### config.mk
export PLATFORM = sky130hd
export DESIGN_NAME = lcd_bus_writer
export DESIGN_NICKNAME = d
export VERILOG_FILES = /design/src/rtl/lcd_pkg.sv /design/src/rtl/lcd_cycle_timer.sv /design/src/rtl/lcd_bus_writer.sv
export SDC_FILE = /design/constraint.sdc
export NUM_CORES = 1
export LEC_CHECK = 0
export ABC_CLOCK_PERIOD_IN_PS = 2500
export CORE_MARGIN = 2
export CORE_UTILIZATION = 53
export CTS_CLUSTER_SIZE = 10
export DETAILED_ROUTE_END_ITERATION = 6
export PLACE_DENSITY = 0.82
export SLEW_MARGIN = 20
export SYNTH_ARGS = -nofsm -noshare
export SYNTH_HDL_FRONTEND = slang
export SYNTH_SLANG_ARGS = --single-unit
### constraint.sdc
create_clock -name iCLK -period 2.5 [get_ports iCLK]
set_input_delay 0.375 -clock iCLK [delete_from_list [all_inputs] [get_ports iCLK]]
set_output_delay 0.375 -clock iCLK [all_outputs]
set_load 0.01 [all_outputs]
### src/rtl/lcd_pkg.sv
// Shared types and constants for the HD44780 bus write engine.
// Build option: LCD_WRITER_LONG_EXEC_EN enables the clear/home command decode.
package lcd_pkg;

    typedef enum logic [2:0] {
        StIdle,
        StSetup,
        StPulse,
        StHold,
        StExec,
        StDone
    } lcd_wr_state_t;

    localparam logic [7:0] LCD_CMD_CLEAR = 8'h01;
    localparam logic [7:0] LCD_CMD_HOME  = 8'h02;

    // Default timing in cycles of a 50 MHz clock.
    localparam int unsigned LCD_T_SETUP     = 3;
    localparam int unsigned LCD_T_EN        = 16;
    localparam int unsigned LCD_T_HOLD      = 2;
    localparam int unsigned LCD_T_EXEC      = 2000;
    localparam int unsigned LCD_T_EXEC_LONG = 82000;

    function automatic int unsigned max_u(input int unsigned a, input int unsigned b);
        return (a > b) ? a : b;
    endfunction

`ifdef LCD_WRITER_LONG_EXEC_EN
    // Clear is 8'h01; return home ignores bit 0 (8'h02 / 8'h03).
    function automatic logic is_long_exec_cmd(input logic rs, input logic [7:0] data);
        return !rs && ((data == LCD_CMD_CLEAR) || (data[7:1] == LCD_CMD_HOME[7:1]));
    endfunction
`endif

endpackage

### src/rtl/lcd_cycle_timer.sv
// Loadable down-counter with a zero flag; holds at zero until reloaded.
module lcd_cycle_timer #(
    parameter int unsigned Width = 8
) (
    input  logic             clk_i,
    input  logic             rst_i,
    input  logic             load_i,
    input  logic [Width-1:0] load_val_i,
    output logic             zero_o
);

    logic [Width-1:0] cnt_d, cnt_q;

    always_comb begin
        cnt_d = cnt_q;
        if (load_i) begin
            cnt_d = load_val_i;
        end else if (cnt_q != '0) begin
            cnt_d = cnt_q - Width'(1);
        end
    end

    always_ff @(posedge clk_i) begin
        if (rst_i) begin
            cnt_q <= '0;
        end else begin
            cnt_q <= cnt_d;
        end
    end

    assign zero_o = (cnt_q == '0);

endmodule

### src/rtl/lcd_bus_writer.sv
// Single-byte HD44780 write engine: setup, enable pulse, hold, execution wait, done handshake.
// Build option: LCD_WRITER_LONG_EXEC_EN selects T_EXEC_LONG for clear/home commands.
module lcd_bus_writer
    import lcd_pkg::*;
#(
    parameter int unsigned T_SETUP     = LCD_T_SETUP,
    parameter int unsigned T_EN        = LCD_T_EN,
    parameter int unsigned T_HOLD      = LCD_T_HOLD,
    parameter int unsigned T_EXEC      = LCD_T_EXEC,
    parameter int unsigned T_EXEC_LONG = LCD_T_EXEC_LONG
) (
    input  logic       iCLK,
    input  logic       iRST,
    input  logic [7:0] iDATA,
    input  logic       iRS,
    input  logic       iStart,
    output logic       oDone,
    output logic [7:0] LCD_DATA,
    output logic       LCD_RS,
    output logic       LCD_RW,
    output logic       LCD_EN
);

    localparam int unsigned CntW = $clog2(max_u(T_EXEC, T_EXEC_LONG) + 1);

    // Counter is loaded with N-1 so each phase lasts exactly N cycles.
    localparam logic [CntW-1:0] SetupLd = CntW'(T_SETUP - 1);
    localparam logic [CntW-1:0] EnLd    = CntW'(T_EN - 1);
    localparam logic [CntW-1:0] HoldLd  = CntW'(T_HOLD - 1);
    localparam logic [CntW-1:0] ExecLd  = CntW'(T_EXEC - 1);
`ifdef LCD_WRITER_LONG_EXEC_EN
    localparam logic [CntW-1:0] LongLd  = CntW'(T_EXEC_LONG - 1);
`endif

    lcd_wr_state_t state_d, state_q;
    logic [7:0]    data_d, data_q;
    logic          rs_d, rs_q;
    logic          en_d, en_q;
    logic          done_d, done_q;

    logic            tmr_load;
    logic [CntW-1:0] tmr_load_val;
    logic            tmr_zero;

    lcd_cycle_timer #(
        .Width (CntW)
    ) u_timer (
        .clk_i      (iCLK),
        .rst_i      (iRST),
        .load_i     (tmr_load),
        .load_val_i (tmr_load_val),
        .zero_o     (tmr_zero)
    );

    always_comb begin
        state_d      = state_q;
        data_d       = data_q;
        rs_d         = rs_q;
        en_d         = en_q;
        done_d       = done_q;
        tmr_load     = 1'b0;
        tmr_load_val = '0;

        unique case (state_q)
            StIdle: begin
                if (iStart) begin
                    data_d       = iDATA;
                    rs_d         = iRS;
                    tmr_load     = 1'b1;
                    tmr_load_val = SetupLd;
                    state_d      = StSetup;
                end
            end
            StSetup: begin
                if (tmr_zero) begin
                    en_d         = 1'b1;
                    tmr_load     = 1'b1;
                    tmr_load_val = EnLd;
                    state_d      = StPulse;
                end
            end
            StPulse: begin
                if (tmr_zero) begin
                    en_d         = 1'b0;
                    tmr_load     = 1'b1;
                    tmr_load_val = HoldLd;
                    state_d      = StHold;
                end
            end
            StHold: begin
                if (tmr_zero) begin
                    tmr_load = 1'b1;
`ifdef LCD_WRITER_LONG_EXEC_EN
                    tmr_load_val = is_long_exec_cmd(rs_q, data_q) ? LongLd : ExecLd;
`else
                    tmr_load_val = ExecLd;
`endif
                    state_d = StExec;
                end
            end
            StExec: begin
                if (tmr_zero) begin
                    done_d  = 1'b1;
                    state_d = StDone;
                end
            end
            StDone: begin
                // Leaving DONE consumes the edge; a new request waits for IDLE.
                if (!iStart) begin
                    done_d  = 1'b0;
                    state_d = StIdle;
                end
            end
            default: begin
                en_d    = 1'b0;
                done_d  = 1'b0;
                state_d = StIdle;
            end
        endcase
    end

    always_ff @(posedge iCLK) begin
        if (iRST) begin
            state_q <= StIdle;
            data_q  <= 8'h00;
            rs_q    <= 1'b0;
            en_q    <= 1'b0;
            done_q  <= 1'b0;
        end else begin
            state_q <= state_d;
            data_q  <= data_d;
            rs_q    <= rs_d;
            en_q    <= en_d;
            done_q  <= done_d;
        end
    end

    assign LCD_DATA = data_q;
    assign LCD_RS   = rs_q;
    assign LCD_RW   = 1'b0;
    assign LCD_EN   = en_q;
    assign oDone    = done_q;

endmodule

==> qor.csv <==
metric;value;unit
synth-compound-area-share;22.0;%
drc_errors;0;
drtIter0Drc;76;
final.setup_skew;0.0140;ns
crit_family;simple AND/OR/NAND/NOR gates;
ys_warn_count;0;
routabilityCongestion;0.934;
die_width;58.1;microns
layout_common_cells;31 x dfxtp_1, 25 x a21oi_1, 22 x nand2_1, 22 x clkdlybuf4s50_1, 10 x nor4_1;
p_leak;0.693;nW
finalSetupTns;0;ns
syn-cell-area;1550;sq um
vias;1491;
cp_num_buf_inv;1;
syn_inst;189;
avgSynthCellArea;8.20;sq um
cts_made_buffers;5;
synth_fa_ha_area_share;1.61;%
start_util;56.2;%
rows;19;
syn_to_final_growth;20.2;%
finalCritPeriodShare;89.8;%
synthFlopType;dfxtp_1;
worstMarginPinSlew;0.525;ns
synth_mux_area_share;0.646;%
start_kind;flip-flop;
cts_tree;done;
endpoint_kind;flip-flop;
grt_pass1_vias;1356;
dr.pass1.iters;4;
grt_pass1_wl;6030;microns
htreeDepth;2;
cp.required;2.77;ns
grt_max_degree;19;
final_common_cell;dfxtp_1;
n_antenna_cell;0;
postSynth.asyncResetShare;0;%
finalHoldViolCount;0;
relSlewSlack;64.7;%
clock_sinks;31;
setup_viol;0;
fillers;238;
die_y;58.1;microns
track_usage;23.8;%
ys_ff_latch;31;
synth-edff-count;0;
rsz0062_at_grt;no;
synthSimpleGateAreaFrac;29.1;%
cts_hold_buf;0;
grt-ovfl-total;0;
antenna_found_initial;0;
drv_slew;0;
max_stage_delay;0.54;ns
via_per_inst;6.16;
crit_chain;inv_1 -> ha_1 -> or3b_2 -> or3_4 -> or4b_1 -> a21oi_1;
hpwlAfterDp;2560;microns
io_pins;24;
cts-resized-gates;0;
wl;3570;microns
p_total;0.00211;W
synth_fp_nets;203;
critPathKind;flip-flop to flip-flop;
crit_fanout;9;
synth_xor_area_share;1.69;%
worst-endpoint-arrival;2.52;ns
ys_seq_area_share;40.0;%
cts_max_path_buffers;2;
drive_gt1_share;12.8;%
post_cts_buffers;0;
insertion_delay;0.33;ns
core_region_area;2760;sq um
synth_cell_type_count;51;
finalCriticalPeriod;2.25;ns
drv_cap;0;
ant_nets;0;
ctsRootBufferMaster;clkbuf_4;
ff2ff_setup_slack;0.25;ns
power_density;1130;nW/um^2
setup_ws;0.255;ns
fmax;445;MHz
wl_per_cell;14.7;microns
nets;225;
clkTransAtPathRegs;0.10;ns
numPortBuffers;22;
synth_top_family_by_area;simple AND/OR/NAND/NOR gates;
dp_slack;0.263;ns
ir_drop;0.809;mV
die_area;3370;sq um
critical-path-slowest-cell;or3b_2;
status;finished clean;
hold_class;flip-flop to flip-flop;
-- layer usage --
| metal | track usage, % | vias up | wire [microns] |
|---|---|---|---|
| li1 | - | 746 | - |
| met4 | 9.63 | 0 | 42 |
| met2 | 39.1 | 56 | 1770 |
| met1 | 28.4 | 685 | 1510 |
| met5 | 0 | - | 0 |
| met3 | 8.26 | 4 | 250 |
-- path summary, 6_finish.rpt --
check / startpoint / to / cells after the start
max: u_timer.cnt_q[0]$_SDFFE_PP0P_ / u_timer.cnt_q[12]$_SDFFE_PP0P_ / 6
min: LCD_DATA[3]$_SDFFE_PP0P_ / LCD_DATA[3]$_SDFFE_PP0P_ / 2
max reg2reg: u_timer.cnt_q[0]$_SDFFE_PP0P_ / u_timer.cnt_q[12]$_SDFFE_PP0P_ / 6
min reg2reg: LCD_DATA[3]$_SDFFE_PP0P_ / LCD_DATA[3]$_SDFFE_PP0P_ / 2
-- cell usage after synthesis (2+ instances only) --
library cell,instances,area (sq um)
inv_1,5,18.8
nand2_1,22,82.6
or4b_2,2,20.0
o31ai_1,5,37.5
dfxtp_1,31,621
clkbuf_1,9,33.8
nor2_1,7,26.3
or3_1,4,25.0
nor3_1,4,20.0
a31oi_1,3,18.8
o22ai_1,2,12.5
nor4b_1,2,17.5
xor2_1,2,17.5
buf_1,2,7.51
or2_2,2,12.5
o211ai_1,2,15.0
nand4_1,3,18.8
nand3_1,2,10.0
or3_2,2,15.0
or4_1,5,37.5
o21ai_0,7,35.0
ha_1,2,25.0
nor4_1,10,62.6
a211oi_1,2,15.0
or3_4,2,22.5
a21oi_1,25,125
-- logic make-up (layout without fill, tap and decap cells) --
group,count (synthesis),after routing
compound gates,56,56
fa+ha+maj,2,2
flops,31,31
mux,1,1
simple gates,77,77
buf+inv,18,40
other cells,1,1
xor+xnor,3,3
-- area by class of cell --
class                      instances  area [sq um]  share of cell area [%]
inverter                           5          18.8                    1.01
multi-input combinational        140           863                    46.3
clock buffer                       6          51.3                    2.75
clock inverter                     1          5.00                   0.269
timing repair buffer              28           265                    14.2
tap                               31          38.8                    2.08
sequential                        31           621                    33.3
-- registers in the layout (all words and copies together), names as in the netlist --
| name | cells |
|---|---|
| LCD_RS | 1 |
| LCD_EN | 1 |
| state_q | 3 |
| LCD_DATA | 8 |
| oDone | 1 |
| u_timer.cnt_q | 17 |
-- worst reg2reg max path: stages (launching register included) --
cell and delay (ns):
dfxtp_1 0.34, inv_1 0.11, ha_1 0.18, or3b_2 0.54, or3_4 0.39, or4b_1 0.49, a21oi_1 0.15
-- where the power goes --
part | leakage (nW) | total, W | internal (W) | switching, W
logic | 0.405 | 0.00109 | 0.000507 | 0.000588
clock network | 0.0341 | 0.000295 | 0.000130 | 0.000165
registers | 0.254 | 0.000724 | 0.000602 | 0.000123
total | 0.693 | 0.00211 | 0.00124 | 0.000875
-- stage by stage --
stage | cell area [sq um] | std cells | hold slack, ns | utilization, %
after CTS | 1860 | 242 | 0.470 | 67.6
after global routing | 1860 | 242 | 0.490 | 67.6
final | 1860 | 242 | 0.464 | 67.6
after global placement | 1810 | 235 | 0.442 | 65.5
after detailed placement | 1810 | 235 | 0.457 | 65.5
after floorplan | 1550 | 189 | 0.453 | -
(Power assumes the default switching activity.)
==> RTL change: new RTL, config.mk and constraints unchanged <==
Put one more register stage on the output `LCD_DATA`, cleared by the reset. The value now appears one clock later. The other outputs are not delayed to match.
--- a/src/rtl/lcd_bus_writer.sv
+++ b/src/rtl/lcd_bus_writer.sv
@@ -135,7 +135,13 @@
         end
     end
 
-    assign LCD_DATA = data_q;
+    always_ff @(posedge iCLK) begin
+        if (iRST) begin
+            LCD_DATA <= '0;
+        end else begin
+            LCD_DATA <= data_q;
+        end
+    end
     assign LCD_RS   = rs_q;
     assign LCD_RW   = 1'b0;
     assign LCD_EN   = en_q;
Function: changed (a bounded check fails within 4 cycles, from zero or initial values and one cycle with iRST high).
==> RTL change against the unedited design <==
Worst setup slack gained 0.28 ns; total power grew 32%; area after synthesis grew 15%; wire length down 4.3%; cell area grew 14%; combinational power up 28%; sequential cell count increased by 8; synthesized cell count grew 9.5%; largest power group unchanged.
==> RTL change: results (changes against the unedited design) <==
{| class="wikitable"
! Metric !! Value
|-
| Global placement routability congestion || 0.8239 (-12%)
|-
| Fraction of the mapped netlist area in adder cells || 1.401% (-0.21 points)
|-
| Global routing usage summed across all routing layers || 20.43% (-3.4 points)
|-
| Number of library cell types mapped by synthesis || 44 (-14%)
|-
| Clock transition time at the flip-flop clock pins of the worst setup and hold paths || 0.13 ns (+0.03 ns)
|-
| Worst-case clock skew || 0.007722 ns (-0.006310 ns)
|-
| End point of the critical path || u_timer.cnt_q[1]
|-
| Peak VDD IR || 581.4 uV (-28%)
|-
| Total wirelength of the detailed-routed design || 3415 um (-4.3%)
|-
| Insertion delay to the later sink of the worst-skew pair || 0.36 ns (+0.03 ns)
|-
| Synth Area in Compound Gates || 16.53% (-5.5 points)
|-
| Placed cells || 268 (+14%)
|-
| Net count after synthesis || 221 (+8.9%)
|-
| Met3 track utilization from global routing || 8.075% (-0.18 points)
|-
| Stage delay of the slowest cell on the critical path || 0.38 ns (-0.16 ns)
|-
| Outcome || completed
|-
| Standard cell with the maximum stage delay on the critical path || and4_1
|-
| Met1 Usage GRT || 27.14% (-1.2 points)
|-
| Sequential cell area || 780.7 sq um (+26%)
|-
| Fill cells || 280 (+18%)
|-
| Leading cell types by total area after synthesis || dfxtp_1 44%, nand2_1 6.3%, nor2_1 4.4%, xor2_1 4.4%, a21oi_1 3.9%
|-
| Inverters || 6 (+1)
|-
| Buffer share of cell area || 12.10% (-2.1 points)
|-
| Final clock-cell share || 3.993% (+0.97 points)
|-
| Arrival time at the worst endpoint || 2.28 ns (-0.24 ns)
|-
| Routed wire per std cell || 12.37 um (-16%)
|-
| Seq/Total Area, Yosys || 43.70% (+3.7 points)
|-
| Clk sinks || 39 (+26%)
|-
| Vias || 1475 (-1.1%)
|-
| Fraction of layout instances using a drive strength above 1 || 10.87% (-1.9 points)
|-
| Cell count of the worst reg-to-reg path || 8 (+2)
|-
| Average size of a mapped cell || 8.631 sq um (+5.2%)
|-
| DP Wirelength || 2465 um (-3.8%)
|-
| Post-DP Area || 0.002046 sq mm (+13%)
|-
| First-pass GRT wire length || 5623 um (-6.7%)
|}
-- RTL change: where the power goes --
part / leakage (nW) / total [mW] / switching [mW] / internal [mW]
clock network: 0.0458 / 0.449 / 0.234 / 0.216
registers: 0.319 / 0.957 / 0.178 / 0.779
logic: 0.441 / 1.39 / 0.767 / 0.627
-- RTL change: per-layer routing --
layer	routed length (um)	vias to the layer above
met5	0	-
met4	86	0
li1	-	761
met2	1509	44
met1	1579	661
met3	239	9
-- RTL change: metrics by stage --
stage | total power [mW] | setup slack [ns] | utilization (%) | hold slack (ns)
6_report | 2.800 | 0.5347 | 64.88 | 0.4583
5_1_grt | 3.002 | 0.3173 | 64.88 | 0.4740
3_5_place_dp | 2.359 | 0.4896 | 62.29 | 0.4417
4_1_cts | 2.813 | 0.5517 | 64.88 | 0.4596
3_3_place_gp | 2.331 | 0.4946 | 62.29 | 0.4376
2_1_floorplan | 1.956 | 0.8036 | - | 0.4318
